===== config.mk =====
export PLATFORM = sky130hd
export DESIGN_NAME = osd_stream_packer
export DESIGN_NICKNAME = d
export VERILOG_FILES = /design/src/rtl/osd_pkg.sv /design/src/rtl/osd_sync_fifo.sv /design/src/rtl/osd_stream_packer.sv
export SDC_FILE = /design/constraint.sdc
export NUM_CORES = 1
export LEC_CHECK = 0
export ABC_AREA = 1
export CAP_MARGIN = 20
export CORE_ASPECT_RATIO = 1.2
export CORE_UTILIZATION = 55
export DETAILED_ROUTE_END_ITERATION = 10
export PLACE_DENSITY = 0.72
export SYNTH_ARGS = -nofsm -noshare
export SYNTH_HDL_FRONTEND = slang
export SYNTH_SLANG_ARGS = --single-unit

===== constraint.sdc =====
create_clock -name pix_clk -period 5.6 [get_ports pix_clk]
set_input_delay 1.4 -clock pix_clk [delete_from_list [all_inputs] [get_ports pix_clk]]
set_output_delay 1.4 -clock pix_clk [all_outputs]
set_load 0.01 [all_outputs]

===== src/rtl/osd_pkg.sv =====
// Shared types and width helpers for the OSD stream packer.
package osd_pkg;

   typedef enum logic [1:0] {
      S_SYNC  = 2'd0,
      S_IDLE  = 2'd1,
      S_FRAME = 2'd2
   } osd_state_e;

   function automatic int OSD_X_W(input int frame_w);
      return (frame_w > 1) ? $clog2(frame_w) : 1;
   endfunction

   // y must be able to hold FRAME_H itself for the end-of-frame line count
   function automatic int OSD_Y_W(input int frame_h);
      return (frame_h > 0) ? $clog2(frame_h + 1) : 1;
   endfunction

   function automatic int OSD_EOL_POS(input int data_w);
      return data_w;
   endfunction

   function automatic int OSD_SOF_POS(input int data_w);
      return data_w + 1;
   endfunction

   function automatic int OSD_WORD_W(input int data_w);
      return data_w + 2;
   endfunction

endpackage


===== src/rtl/osd_sync_fifo.sv =====
// Single-clock FIFO with a registered head word; an empty FIFO pushed into
// presents the new word on the very next cycle.
module osd_sync_fifo #(
   parameter int DEPTH = 16,
   parameter int WIDTH = 26
) (
   input  logic             clk,
   input  logic             srst,
   input  logic             push,
   input  logic [WIDTH-1:0] wdata,
   input  logic             pop,
   output logic             full,
   output logic             empty,
   output logic [WIDTH-1:0] rdata
);
   localparam int AW = $clog2(DEPTH);
   localparam int CW = AW + 1;

   logic [WIDTH-1:0] mem [DEPTH];
   logic [AW-1:0]    wr_ptr_q, wr_ptr_d, rd_ptr_q, rd_ptr_d;
   logic [CW-1:0]    count_q, count_d, remain;
   logic [WIDTH-1:0] rdata_q, rdata_d;
   logic             valid_q, valid_d;
   logic             do_push, do_pop;

   always_comb begin
      // full is judged on the pre-pop count, so a push at full is refused
      full     = (count_q == CW'(DEPTH));
      do_push  = push & ~full;
      do_pop   = pop & valid_q;
      wr_ptr_d = wr_ptr_q + AW'(do_push);
      rd_ptr_d = rd_ptr_q + AW'(do_pop);
      remain   = count_q - CW'(do_pop);
      count_d  = remain + CW'(do_push);
      valid_d  = (count_d != '0);
      rdata_d  = rdata_q;
      if (valid_d) begin
         rdata_d = (do_push && remain == '0) ? wdata : mem[rd_ptr_d];
      end
   end

   always_ff @(posedge clk) begin
      if (do_push) begin
         mem[wr_ptr_q] <= wdata;
      end
   end

   always_ff @(posedge clk) begin
      if (srst) begin
         wr_ptr_q <= '0;
         rd_ptr_q <= '0;
         count_q  <= '0;
         rdata_q  <= '0;
         valid_q  <= 1'b0;
      end else begin
         wr_ptr_q <= wr_ptr_d;
         rd_ptr_q <= rd_ptr_d;
         count_q  <= count_d;
         rdata_q  <= rdata_d;
         valid_q  <= valid_d;
      end
   end

   assign empty = ~valid_q;
   assign rdata = rdata_q;

endmodule


===== src/rtl/osd_stream_packer.sv =====
// Repacks the overlay fval/lval/dval stream into a tagged valid/ready stream.
// Define OSD_PACKER_GEOM_CHECK_EN to enable short-line / line-count checking.
module osd_stream_packer
   import osd_pkg::*;
#(
   parameter int DATA_WIDTH = 24,
   parameter int FRAME_W    = 640,
   parameter int FRAME_H    = 480,
   parameter int FIFO_DEPTH = 16
) (
   input  logic                  pix_clk,
   input  logic                  rst,
   input  logic                  fval,
   input  logic                  lval,
   input  logic                  dval,
   input  logic [DATA_WIDTH-1:0] pix_in,
   output logic [DATA_WIDTH-1:0] m_data,
   output logic                  m_sof,
   output logic                  m_eol,
   output logic                  m_valid,
   input  logic                  m_ready,
   output logic                  ovf_err,
   output logic                  geom_err,
   output logic                  frame_done
);
   localparam int X_W     = OSD_X_W(FRAME_W);
   localparam int WORD_W  = OSD_WORD_W(DATA_WIDTH);
   localparam int EOL_POS = OSD_EOL_POS(DATA_WIDTH);
   localparam int SOF_POS = OSD_SOF_POS(DATA_WIDTH);
   localparam logic [X_W-1:0] X_LAST = X_W'(FRAME_W - 1);

   osd_state_e        state_q, state_d;
   logic [X_W-1:0]    x_q, x_d, x_cur;
   logic              sof_arm_q, sof_arm_d, sof_cur;
   logic              ovf_q, ovf_d;
   logic              done_q, done_d;
   logic              start, in_frame, accept, eol_tag, push;
   logic              fifo_full, fifo_empty;
   logic [WORD_W-1:0] push_word, head_word;

`ifdef OSD_PACKER_GEOM_CHECK_EN
   localparam int Y_W = OSD_Y_W(FRAME_H);
   localparam logic [Y_W-1:0] Y_END = Y_W'(FRAME_H);

   logic [Y_W-1:0] y_q, y_d, y_cur;
   logic           geom_q, geom_d;
   logic           lval_q;

   // saturate so runaway frames cannot wrap back into the legal range
   function automatic logic [Y_W-1:0] y_step(input logic [Y_W-1:0] y);
      return (y == Y_END) ? y : y + 1'b1;
   endfunction
`endif

   always_comb begin
      state_d = state_q;
      done_d  = 1'b0;
      start   = 1'b0;
      case (state_q)
         S_SYNC:  if (!fval) state_d = S_IDLE;
         S_IDLE:  if (fval) begin
                     state_d = S_FRAME;
                     start   = 1'b1;
                  end
         S_FRAME: if (!fval) begin
                     state_d = S_IDLE;
                     done_d  = 1'b1;
                  end
         default: state_d = S_SYNC;
      endcase

      // the frame-start cycle already sees cleared counters and flags
      in_frame  = start | (state_q == S_FRAME);
      accept    = in_frame & fval & lval & dval;
      x_cur     = start ? '0 : x_q;
      sof_cur   = start | sof_arm_q;
      ovf_d     = ovf_q & ~start;
      eol_tag   = accept & (x_cur == X_LAST);
      push      = accept;
      sof_arm_d = sof_cur & ~accept;
      x_d       = x_cur;
      if (accept) begin
         x_d = eol_tag ? '0 : x_cur + 1'b1;
      end

`ifdef OSD_PACKER_GEOM_CHECK_EN
      y_cur  = start ? '0 : y_q;
      y_d    = y_cur;
      geom_d = geom_q & ~start;
      if (accept) begin
         if (eol_tag) y_d = y_step(y_cur);
         if (y_cur >= Y_END) begin
            push   = 1'b0;
            geom_d = 1'b1;
         end
      end
      if ((state_q == S_FRAME) && lval_q && !lval && (x_q != '0)) begin
         geom_d = 1'b1;
         x_d    = '0;
         y_d    = y_step(y_q);
      end
      if (done_d && (y_d != Y_END)) geom_d = 1'b1;
`endif

      // overflowed pixels still moved the counters above, keeping tags aligned
      if (push && fifo_full) ovf_d = 1'b1;
      push_word = {sof_cur, eol_tag, pix_in};
   end

   always_ff @(posedge pix_clk) begin
      if (rst) begin
         state_q   <= S_SYNC;
         x_q       <= '0;
         sof_arm_q <= 1'b0;
         ovf_q     <= 1'b0;
         done_q    <= 1'b0;
`ifdef OSD_PACKER_GEOM_CHECK_EN
         y_q       <= '0;
         geom_q    <= 1'b0;
         lval_q    <= 1'b0;
`endif
      end else begin
         state_q   <= state_d;
         x_q       <= x_d;
         sof_arm_q <= sof_arm_d;
         ovf_q     <= ovf_d;
         done_q    <= done_d;
`ifdef OSD_PACKER_GEOM_CHECK_EN
         y_q       <= y_d;
         geom_q    <= geom_d;
         lval_q    <= lval;
`endif
      end
   end

   osd_sync_fifo #(
      .DEPTH (FIFO_DEPTH),
      .WIDTH (WORD_W)
   ) u_fifo (
      .clk   (pix_clk),
      .srst  (rst),
      .push  (push),
      .wdata (push_word),
      .pop   (m_ready),
      .full  (fifo_full),
      .empty (fifo_empty),
      .rdata (head_word)
   );

   assign m_valid    = ~fifo_empty;
   assign m_data     = head_word[DATA_WIDTH-1:0];
   assign m_eol      = head_word[EOL_POS];
   assign m_sof      = head_word[SOF_POS];
   assign ovf_err    = ovf_q;
   assign frame_done = done_q;
`ifdef OSD_PACKER_GEOM_CHECK_EN
   assign geom_err   = geom_q;
`else
   assign geom_err   = 1'b0;
`endif

endmodule


==> impl_metrics.json, run 1 <==
{
  "fin_ws_ns": 1.90,
  "ios": 60,
  "layout_common_cells": "nand2_1, edfxtp_1, nand3_1",
  "grt_max_degree": 84,
  "initial_core_util_pct": 55.7,
  "areaGrowthSynthToFinish_pct": 13.2,
  "cts_tree": "built",
  "worst-path-max-fanout": 26,
  "htree_levels": 2,
  "fmax_ghz": 0.270,
  "cts_max_path_buffers": 3,
  "cts_resized": 0,
  "ir_drop_v": 0.000315,
  "tightestPinTransition_ns": 1.04,
  "status": "finished clean",
  "cts_root_buffer": "clkbuf_16",
  "rsz0062_at_grt": "no",
  "critical_path_arrival_ns": 4.22,
  "diodes": 0,
  "skew_ns": 0.0195,
  "drtPass1Iterations": 5,
  "finalCriticalPeriod_ns": 3.70,
  "synthAdderAreaFrac_pct": 0.564,
  "path_clk_slew_ns": 0.06,
  "die_area_sq_um": 37100,
  "reg2reg_setup_slack_ns": 2.79,
  "synth_compound_area_share_pct": 1.56,
  "cts_setup_buffers": 0,
  "die_w_um": 176,
  "yosys.area_share.simple_pct": 23.3,
  "slew_viol_final": 0,
  "syn-num-nets": 2007,
  "place.gp.congestion": 0.815,
  "row_count": 76,
  "final_common_cell": "nand2_1",
  "synth_xor_area_share_pct": 0.338,
  "routed_wirelength_um": 49600,
  "vias": 13800,
  "syn_avg_cell_area_sq_um": 10.2,
  "place_area_sq_um": 21200,
  "setup_viol": 0,
  "muxShareOfSynthArea_pct": 0,
  "fin_area_sq_um": 22600,
  "synth-seq-cells": 471,
  "totalPowerFinal_w": 0.00920,
  "antenna_found_initial": 3,
  "crit_required_ns": 6.11,
  "cts.sinks": 471,
  "worstSkewPairLatency_ns": 0.57,
  "yosysSeqAreaShare_pct": 68.0,
  "hp-class": "reg -> reg",
  "dpl_worst_slack_ns": 1.34,
  "wl_per_cell_um": 19.7,
  "grt_pass1_wl_um": 74700,
  "drv_cap": 0,
  "p_leak_nw": 9.08,
  "grt_pass1_vias": 13000,
  "relSlewSlack_pct": 30.5,
  "netlist_area_sq_um": 20000,
  "grt_usage_pct": 27.1,
  "postCtsHoldBufs": 0,
  "yosysWarningCount": 0,
  "powerDensity_nw_per_um2": 407,
  "via_per_inst": 5.47,
  "core-area_sq_um": 35800,
  "finalSetupTns_ns": 0,
  "layout-drive-gt1-share_pct": 6.53,
  "drc": 0,
  "cts_inserted_buffers": 46,
  "dp_hpwl_um": 26400,
  "ys_types": 35,
  "drt_iter0_markers": 1297,
  "die_h_um": 211,
  "gr-total-overflow": 0,
  "hold_viol": 0,
  "cp-start-kind": "input pin",
  "ant_nets": 0,
  "worst-setup-path-type": "in -> reg",
  "final_core_util_pct": 63.1,
  "netlist_instances": 1968,
  "fin_nets": 2053,
  "port_buffers": 58,
  "finalCritPeriodShare_pct": 66.1,
  "end_kind": "flip-flop",
  "synth_top_family_by_area": "simple AND/OR/NAND/NOR gates"
}
-- per-stage QoR --
step	std cells	hold slack, ns
floorplan	1968	0.445
finish	2519	0.482
CTS	2519	0.477
global route	2519	0.502
detailed placement	2434	0.468
global placement	2434	0.456
-- power breakdown --
group / internal [W] / leakage [nW] / total [W] / switching (W)
registers: 0.00391 / 4.21 / 0.00401 / 0.000101
clock network: 0.00162 / 0.681 / 0.00290 / 0.00128
logic: 0.000750 / 4.20 / 0.00229 / 0.00154
total: 0.00629 / 9.08 / 0.00920 / 0.00292
-- Yosys cell counts, drive strengths merged --
cell type	number	area, sq um
inv	207	777
nand4	17	106
o21ai	31	155
nor2	110	449
xnor2	3	33.8
conb	1	3.75
clkbuf	34	128
nand3b	2	15.0
xor2	3	33.8
dfxtp	55	1100
nand2	725	2730
edfxtp	416	12500
nand3	265	1330
clkinv	1	3.75
a21oi	11	58.8
ha	9	113
or2	1	6.26
nor3	2	10.0
a211oi	1	7.51
and2	1	6.26
o211ai	12	90.1
buf	61	322
-- logic make-up (layout without fill, tap and decap cells) --
group,count (synthesis),in the layout
compound gates,55,55
xor+xnor,6,6
fa+ha+maj,9,9
buf+inv,303,386
flops,471,471
other cells,1,1
simple gates,1123,1123
-- final cells by class --
class	count	area, sq um
flip-flops and latches	471	13600
fillers	2745	13200
multi-input cells	1194	5330
clock buffers	64	1260
repair buffers	93	906
inverters	208	788
well taps	468	586
clock inverters	21	150
-- final timing paths --
check / start / to / cells past startpoint
min: state_q[1] / frame_done / 2
max reg2reg: u_fifo.count_q[2] / u_fifo.rdata[3] / 13
max: fval / u_fifo.rdata[3] / 14
min reg2reg: state_q[1] / frame_done / 2
-- routing by layer --
metal | routed length [um] | track usage (%) | up-vias
li1 | - | - | 6553
met1 | 19500 | 34.4 | 6468
met2 | 23900 | 45.3 | 594
met3 | 3940 | 4.97 | 149
met4 | 2130 | 12.7 | 6
met5 | 42 | 0 | -
-- flip-flops by register name, summed over array words and instances, names as in the netlist --
register and cells:
u_fifo.mem 416, u_fifo.rdata 26, x_q 10, u_fifo.count_q 5
u_fifo.rd_ptr_q 4, u_fifo.wr_ptr_q 4, state_q 2, frame_done 1
ovf_err 1, sof_arm_q 1, u_fifo.valid_q 1
-- worst max-delay path: stages --
cell,delay (ns)
clkdlybuf4s50_1,0.53
inv_1,0.09
nor2_2,0.16
nand3_1,0.12
inv_1,0.20
ha_1,0.23
ha_1,0.26
nor2_1,0.15
nand2_1,0.10
nor2_4,0.15
nand2_4,0.18
nor2_8,0.41
nand2_1,0.12
nand2_1,0.09
Power figures use the tool's default switching activity.
==> run 2, diff against run 1 <==
==> constraint.sdc (replaced) <==
create_clock -name pix_clk -period 3.7 [get_ports pix_clk]
set_input_delay 0.925 -clock pix_clk [delete_from_list [all_inputs] [get_ports pix_clk]]
set_output_delay 0.925 -clock pix_clk [all_outputs]
set_load 0.01 [all_outputs]
==> run 2 against run 1 <==
Compared with the run above:
- sequential power grew 50%
- clock skew grew 0.012 ns
- sequential share of layout area shrank 0.98 points
- count of clock-buffer cells in the layout shrank 2
- worst hold slack lost 0.023 ns
- combinational power grew 60%
- final cell count grew 0.75%
- sequential cell count is the same
- total power grew 55%
- via count grew 1.4%
- wire length shrank 1.3%
- setup slack lost 1.2 ns
- critical endpoint is now u_fifo.rdata[16]
- highest routed layer is now met4
==> impl_metrics.json, run 2 (synthesis gave the netlist of run 1 again) <==
{
  "status": "finished clean",
  "layout-drive-gt1-share_pct": 7.73,
  "dp_hpwl_um": 28500,
  "cts.sinks": 471,
  "via_per_inst": 5.50,
  "row_count": 76,
  "setup_viol": 0,
  "cts_max_path_buffers": 3,
  "hp-class": "reg -> reg",
  "diodes": 0,
  "die_w_um": 176,
  "switching_share_pct": 31.3,
  "pwr-share-clk_pct": 32.1,
  "hold_viol": 0,
  "sequentialPowerShare_pct": 42.2,
  "finalSetupTns_ns": 0,
  "p_int_w": 0.00981,
  "crit_required_ns": 4.20,
  "tightestPinTransition_ns": 0.765,
  "cts_tree": "built",
  "gr-total-overflow": 0,
  "postCtsHoldBufs": 0,
  "ios": 60,
  "slew_viol_final": 0,
  "cts_resized": 0,
  "layout_common_cells": "nand2_1, edfxtp_1, nand3_1",
  "rsz0062_at_grt": "no",
  "p_sw_w": 0.00447,
  "cp-start-kind": "input pin",
  "path_clk_slew_ns": 0.06,
  "ant_nets": 0,
  "worst-path-max-fanout": 26,
  "ir_drop_v": 0.000461,
  "antenna_found_initial": 0,
  "end_kind": "flip-flop",
  "top_register": "u_fifo.mem",
  "relSlewSlack_pct": 48.8,
  "areaGrowthSynthToFinish_pct": 15.1,
  "grt_max_degree": 94,
  "drv_cap": 0,
  "fin_ws_ns": 0.682,
  "wl_per_cell_um": 19.3,
  "grt_usage_pct": 27.1,
  "grt_pass1_vias": 13800,
  "fmax_ghz": 0.331,
  "die_area_sq_um": 37100,
  "worst-setup-path-type": "in -> reg",
  "reg2reg_from": "u_fifo.count_q[2]",
  "cts_inserted_buffers": 45,
  "worstSkewPairLatency_ns": 0.56,
  "drc": 0,
  "finalCriticalPeriod_ns": 3.02,
  "fin_area_sq_um": 23000,
  "endpoint": "u_fifo.rdata[16]",
  "skew_ns": 0.0319,
  "dpl_worst_slack_ns": 0.181,
  "cts_setup_buffers": 0,
  "largest_reg_flops": 416,
  "r2r_cells": 15,
  "powerDensity_nw_per_um2": 621,
  "core-area_sq_um": 35800,
  "drtPass1Iterations": 5,
  "grt_pass1_wl_um": 75800,
  "port_buffers": 58,
  "vias": 14000,
  "htree_levels": 2,
  "fin_nets": 2076,
  "routed_wirelength_um": 48900,
  "initial_core_util_pct": 55.7,
  "finalCritPeriodShare_pct": 81.6,
  "drt_iter0_markers": 1247,
  "place_area_sq_um": 21500,
  "place.gp.congestion": 0.806,
  "critical_path_arrival_ns": 3.52,
  "cts_root_buffer": "clkbuf_16",
  "p_leak_nw": 9.28,
  "final_common_cell": "nand2_1",
  "worstReg2RegEnd": "u_fifo.rdata[17]",
  "p_comb_share_pct": 25.7,
  "crit_start": "m_ready",
  "nFillCells": 2702,
  "die_h_um": 211,
  "reg2reg_setup_slack_ns": 1.08
}
## run 2: changes by cell type in the layout (fill, tap and decap cells not counted)
cell and delta:
clkinv_8 -1, clkbuf_16 +1, clkinvlp_4 +2, clkinv_2 -2
clkinv_4 -1, clkbuf_1 -3, clkinv_1 -4, buf_12 +10
buf_4 +14, bufinv_16 +3
## run 2: worst min-delay path by stage
| stage | startpoint | end | slack [ns] | cells after the start |
|---|---|---|---|---|
| after floorplan | state_q[1] | frame_done | 0.44 | 2 |
| after global placement | u_fifo.rdata[25] | u_fifo.rdata[25] | 0.44 | 2 |
| after detailed placement | u_fifo.rdata[19] | u_fifo.rdata[19] | 0.45 | 2 |
| after CTS | u_fifo.rdata[9] | u_fifo.rdata[9] | 0.46 | 2 |
| after global routing | u_fifo.rdata[5] | u_fifo.rdata[5] | 0.48 | 2 |
| final | u_fifo.rdata[19] | u_fifo.rdata[19] | 0.46 | 2 |
## run 2: cell type report
class,instances,area [sq um],share of cell area (%)
timing repair buffer,117,1210,5.27
inverter,208,788,3.43
tap,468,586,2.55
clock buffer,62,1270,5.54
clock inverter,18,205,0.893
sequential,471,13600,59.1
multi-input combinational,1194,5330,23.2
## run 2: critical path: stages
cell	delay [ns]
clkdlybuf4s50_1	0.45
nand2_1	0.05
inv_1	0.12
ha_1	0.21
ha_1	0.25
inv_1	0.11
ha_1	0.19
inv_1	0.06
nand2_1	0.06
nand2_1	0.06
inv_2	0.05
nand2_1	0.08
nor2_4	0.15
nand2_4	0.17
nor2_8	0.38
nand2_1	0.11
nand2_1	0.08
## run 2: metrics by stage
step / instances / utilization, % / total power, W / hold slack (ns)
after floorplan: 1968 / - / 0.00859 / 0.445
after global placement: 2458 / 60.0 / 0.00971 / 0.444
after detailed placement: 2458 / 60.0 / 0.00977 / 0.445
after CTS: 2538 / 64.1 / 0.0143 / 0.460
after global routing: 2538 / 64.1 / 0.0150 / 0.480
final: 2538 / 64.1 / 0.0143 / 0.459
## run 2: power groups by stage
stage | combinational (W) | sequential [W] | clock, W
global route | 0.00408 | 0.00604 | 0.00484
global placement | 0.00357 | 0.00615 | 0
CTS | 0.00366 | 0.00603 | 0.00464
finish | 0.00366 | 0.00603 | 0.00459
floorplan | 0.00244 | 0.00615 | 0
detailed placement | 0.00363 | 0.00614 | 0
## run 2: layer usage
metal  share of wire [%]  vias to the layer above  global-route usage [%]
li1                    -                     6595                       -
met1                  39                     6667                    34.3
met2                  50                      573                    46.8
met3                 7.1                      121                    3.40
met4                 3.7                        0                    12.2
met5                   0                        -                       0
